$ cat src/rtl/leaf_tx_queue.sv
// leaf_tx_queue: PE-side transmitter for a leaf's bus interface.
// Queues {dest, payload} requests from the PE in a small FIFO and presents
// the head packet {valid, dest, payload} on pkt_o. The packet is held until
// the interface reports a cycle without resend, so a packet is never lost
// when the bus slot is occupied by a passing packet.
// Optional build macro LEAF_TX_STATS_EN adds sent_count/retry_count outputs.
module leaf_tx_queue #(
    parameter int num_leaves   = 2,
    parameter int payload_sz   = 1,
    parameter logic [$clog2(num_leaves)-1:0] addr = '0,
    parameter int fifo_depth   = 4,
    parameter int starve_limit = 16,
    parameter int p_sz         = 1 + $clog2(num_leaves) + payload_sz
) (
    input  logic                          clk,
    input  logic                          reset,
    input  logic                          in_valid,
    output logic                          in_ready,
    input  logic [$clog2(num_leaves)-1:0] in_dest,
    input  logic [payload_sz-1:0]         in_payload,
    output logic [p_sz-1:0]               pkt_o,
    input  logic                          resend_i,
    output logic                          busy,
    output logic                          starve,
    output logic                          self_send
`ifdef LEAF_TX_STATS_EN
    ,
    output logic [15:0]                   sent_count,
    output logic [15:0]                   retry_count
`endif
);

    localparam int aw = $clog2(num_leaves);
    localparam int ew = aw + payload_sz;
    localparam int pw = $clog2(fifo_depth);
    localparam int cw = pw + 1;
    localparam int sw = $clog2(starve_limit + 1);

    localparam logic [cw-1:0] full_count = cw'(fifo_depth);
    localparam logic [sw-1:0] starve_max = sw'(starve_limit);

    localparam logic IDLE    = 1'b0;
    localparam logic PRESENT = 1'b1;

    logic [ew-1:0] mem [fifo_depth];
    logic [pw-1:0] wr_ptr;
    logic [pw-1:0] rd_ptr;
    logic [cw-1:0] count;
    logic          state;
    logic [sw-1:0] reject_cnt;

    logic          push;
    logic          pop;
    logic          fifo_empty;
    logic          taken;
    logic          rejected;
    logic [ew-1:0] head;

    assign fifo_empty = (count == '0);
    assign in_ready   = (count != full_count);
    assign push       = in_valid && in_ready;
    assign taken      = (state == PRESENT) && !resend_i;
    assign rejected   = (state == PRESENT) && resend_i;
    assign head       = mem[rd_ptr];
    // The FIFO head moves into staging whenever staging is free or being
    // vacated this cycle. count is registered, so a same-cycle push is only
    // seen on the following cycle.
    assign pop        = ((state == IDLE) || !resend_i) && !fifo_empty;
    assign busy       = !fifo_empty || (state == PRESENT);

    // FIFO storage; contents need no reset because pointers and count guard them.
    always_ff @(posedge clk) begin
        if (push) begin
            mem[wr_ptr] <= {in_dest, in_payload};
        end
    end

    // FIFO pointers and occupancy; pointers wrap naturally at power-of-two depth.
    always_ff @(posedge clk or posedge reset) begin
        if (reset) begin
            wr_ptr <= '0;
            rd_ptr <= '0;
            count  <= '0;
        end else begin
            if (push) begin
                wr_ptr <= wr_ptr + 1'b1;
            end
            if (pop) begin
                rd_ptr <= rd_ptr + 1'b1;
            end
            case ({push, pop})
                2'b10:   count <= count + 1'b1;
                2'b01:   count <= count - 1'b1;
                default: count <= count;
            endcase
        end
    end

    // Two-state presenter: the staging register is pkt_o itself.
    always_ff @(posedge clk or posedge reset) begin
        if (reset) begin
            state <= IDLE;
            pkt_o <= '0;
        end else begin
            case (state)
                IDLE: begin
                    if (!fifo_empty) begin
                        pkt_o <= {1'b1, head};
                        state <= PRESENT;
                    end
                end
                PRESENT: begin
                    if (!resend_i) begin
                        if (!fifo_empty) begin
                            pkt_o <= {1'b1, head};
                        end else begin
                            pkt_o <= '0;
                            state <= IDLE;
                        end
                    end
                end
                default: begin
                    pkt_o <= '0;
                    state <= IDLE;
                end
            endcase
        end
    end

    // Consecutive-reject counter and starve flag; starve tracks the saturated count.
    always_ff @(posedge clk or posedge reset) begin
        if (reset) begin
            reject_cnt <= '0;
            starve     <= 1'b0;
        end else if (rejected) begin
            if (reject_cnt != starve_max) begin
                reject_cnt <= reject_cnt + 1'b1;
                starve     <= ((reject_cnt + 1'b1) == starve_max);
            end else begin
                starve     <= 1'b1;
            end
        end else begin
            reject_cnt <= '0;
            starve     <= 1'b0;
        end
    end

    // One-cycle pulse when an accepted request targets this leaf; the packet still goes out.
    always_ff @(posedge clk or posedge reset) begin
        if (reset) begin
            self_send <= 1'b0;
        end else begin
            self_send <= push && (in_dest == addr);
        end
    end

`ifdef LEAF_TX_STATS_EN
    // Saturating counters of delivered packets and rejected presentation cycles.
    always_ff @(posedge clk or posedge reset) begin
        if (reset) begin
            sent_count  <= '0;
            retry_count <= '0;
        end else begin
            if (taken && (sent_count != 16'hFFFF)) begin
                sent_count <= sent_count + 16'd1;
            end
            if (rejected && (retry_count != 16'hFFFF)) begin
                retry_count <= retry_count + 16'd1;
            end
        end
    end
`else
    logic unused_taken;
    assign unused_taken = taken;
`endif

endmodule

$ cat config.mk
export PLATFORM = sky130hd
export DESIGN_NAME = leaf_tx_queue
export DESIGN_NICKNAME = d
export VERILOG_FILES = /design/src/rtl/leaf_tx_queue.sv
export SDC_FILE = /design/constraint.sdc
export NUM_CORES = 1
export LEC_CHECK = 0
export BUFFER_PORTS_ARGS = -buffer_cell sky130_fd_sc_hd__buf_4
export CAP_MARGIN = 20
export CORE_MARGIN = 2
export CORE_UTILIZATION = 45
export CTS_CLUSTER_DIAMETER = 100
export DETAILED_ROUTE_END_ITERATION = 10
export PLACE_DENSITY = 0.67
export SYNTH_ARGS = -nofsm -noshare
export SYNTH_HDL_FRONTEND = slang
export SYNTH_SLANG_ARGS = --single-unit
$ cat constraint.sdc
create_clock -name clk -period 3.9 [get_ports clk]
set_input_delay 0.585 -clock clk [delete_from_list [all_inputs] [get_ports clk]]
set_output_delay 0.585 -clock clk [all_outputs]
set_load 0.05 [all_outputs]
==> impl_metrics.yaml <==
power_and_ir_drop:
  switchingPower_uw: 352
  switching_share: 0.378
  seqPwrFrac: 0.469
  combPwrFrac: 0.407
  p_leak_uw: 0.000635
  powerDensity_nw_per_um2: 659
  pwr-share-clk: 0.124
  p_int_uw: 580
  vdd_ir_drop_max_mv: 0.466
sta:
  grt_setup_unrepaired: "no"
  setup_viol: 0
  clock.fmax_mhz: 450
  drv_slew: 0
  fin_crit_sh: 0.570
  finalHoldViolCount: 0
  min_period_ns: 2.22
  holdWs_ns: 0.354
  setup_tns_ns: 0
  fin_skew_ns: 0.00495
  slew_headroom: 0.545
  tightest_slew_ns: 0.682
outcome:
  status: "finished clean"
setup_path:
  cp-start-kind: "flip-flop"
  critPathKind: "reg2reg"
  reg2reg_slack_ns: 1.68
  slowest_delay_ns: 0.46
  critical_path.endpoint_type: "flip-flop"
  required_ns: 4.15
  worstPathArrival_ns: 2.47
  cp_cell_sequence: "or3b_4 > and2_4 > inv_1 > ha_1 > inv_1 > fa_1 > xor2_1 > nor2_1 > xor2_1"
  cpMaxStageDelayCell: "dfrtp_1"
  r2r-start: "count[0]"
  crit_start: "count[0]"
  worst-path-max-fanout: 6
route:
  num_vias: 751
  dr.pass1.iters: 5
  drc: 0
  drt_iter0_drc: 16
  wl_mm: 1.94
  vias_per_cell: 5.25
  wire_per_inst_um: 13.6
  ant_nets: 0
cts:
  postCtsHoldBufs: 0
  cts_root_buf: "clkbuf_4"
  clockBufferDepth: 2
  tritoncts: "yes"
  post_cts_resized: 0
  cts_num_sinks: 26
  clk_latency_ns: 0.31
  htreeDepth: 1
  post_cts_buffers: 0
  clkTransAtPathRegs_ns: 0.14
  cts_buffers: 3
yosys:
  synth-seq-cells: 26
  synthFlopType: "dfrtp_1"
  yosysWarnings: 0
  syn_nets: 111
  synth_edf_count: 8
  synth_top_area_frac: 0.358
  synth.area.top_cells: "dfrtp_1, edfxtp_1, ha_1"
  syn_inst: 96
  synth_area_per_cell_um2: 13.1
  synth_top_area_cell: "dfrtp_1"
  synth_seq_area_share: 0.549
  synthArstFlopShare: 0.692
  syn_area_um2: 1260
  ys_types: 28
cells_and_area:
  fillers: 240
  fin_area_um2: 1410
  layout_commonest_cell: "dfrtp_1"
  n_antenna_cell: 0
  multi_input_area_um2: 533
  most-common-layout-cells: "dfrtp_1, buf_4, inv_1, ha_1, edfxtp_1"
  register_area_um2: 691
  finalNetCount: 128
  syn2layout_area_growth_pct: 12.3
  final_layout_size_suffix_gt1_frac: 0.241
die:
  start_util: 0.464
  ios: 13
  rows: 19
  core-area_um2: 2710
  fp.dieH_um: 56.9
  die_w_um: 56.9
  die_area_um2: 3230
global_routing:
  antenna_found_initial: 0
  track_usage: 0.141
  grt_pass1_vias: 779
  grt_pass1_wl_mm: 3.55
  overflow: 0
  grt_max_degree: 19
place:
  gp_congestion: 0.730
  post_dp_cell_area_um2: 1390
  io_buffers: 12
hold_path:
  worst_hold_path_type: "in2async"
job:
  maxCapViolations: 0
-- worst max-delay path, delay by kind of cell, from the launching register on --
| kind | cells | cell delay (ns) |
|---|---|---|
| buffers and inverters | 2 | 0.13 |
| adders and majority gates | 2 | 0.56 |
| DFF | 1 | 0.46 |
| and+or+nand+nor | 3 | 0.72 |
| xor gates and xnor gates | 2 | 0.29 |
-- worst paths after layout --
check                           endpoint  depth (start not counted)
min                            wr_ptr[0]                          2
min in group clk               self_send                          2
min reg2reg                     pkt_o[1]                          1
max                             count[2]                          9
max reg2reg                     count[2]                          9
max in group asynchronous  reject_cnt[2]                          2
-- logic make-up (layout without fill, tap and decap cells) --
| logic type | Yosys count | count (layout) | synth area share |
|---|---|---|---|
| simple gates | 28 | 28 | 0.133 |
| flops | 26 | 26 | 0.549 |
| xor+xnor | 10 | 10 | 0.0696 |
| fa+ha+maj | 9 | 9 | 0.0955 |
| buf+inv | 9 | 25 | 0.0269 |
| compound gates | 7 | 7 | 0.0458 |
| mux | 7 | 7 | 0.0796 |
-- final cells by class --
class | instances | share of cell area
sequential | 26 | 0.489
tap | 31 | 0.0275
inverter | 9 | 0.0239
timing repair buffer | 12 | 0.0638
multi-input combinational | 61 | 0.377
clock buffer | 4 | 0.0186
-- layer usage --
metal  up-vias  share of wire  wire (um)  global-route usage
met5         -              0          0                   0
met4         0         0.0077         15              0.0498
met3         2          0.029         57              0.0276
met2        12           0.46        902               0.216
met1       363           0.50        964               0.199
li1        374              -          -                   -
-- metrics by stage --
| stage | worst slack (ns) | instances | power [uW] | util |
|---|---|---|---|---|
| 6_report | 1.68 | 143 | 931 | 0.521 |
| 5_1_grt | 1.55 | 143 | 999 | 0.521 |
| 4_1_cts | 1.65 | 143 | 942 | 0.521 |
| 3_5_place_dp | 1.61 | 139 | 824 | 0.512 |
| 3_3_place_gp | 1.65 | 139 | 815 | 0.512 |
| 2_1_floorplan | 1.69 | 96 | 727 | - |
-- flip-flops by register name, indices dropped and copies added, names as in the netlist --
name	count
reject_cnt	5
self_send	1
rd_ptr	2
wr_ptr	2
state	1
mem	8
pkt_o	3
starve	1
count	3
-- Yosys cell counts (all sizes together), types with 2 or more instances --
library cell	n
a21oi	2
a22o	2
and3	4
dfrtp	18
edfxtp	8
ha	8
inv	9
mux2i	4
mux4	2
nand2	3
nand3	3
nor2	7
nor3	3
xnor2	5
xor2	5
-- power by group through the flow --
stage	combinational (uW)	sequential, uW	clock [uW]
2_1_floorplan	251	476	0
3_3_place_gp	373	442	0
3_5_place_dp	379	445	0
4_1_cts	385	438	118
5_1_grt	415	451	133
6_report	379	437	115
No activity file was read; power rests on OpenSTA's default activity.
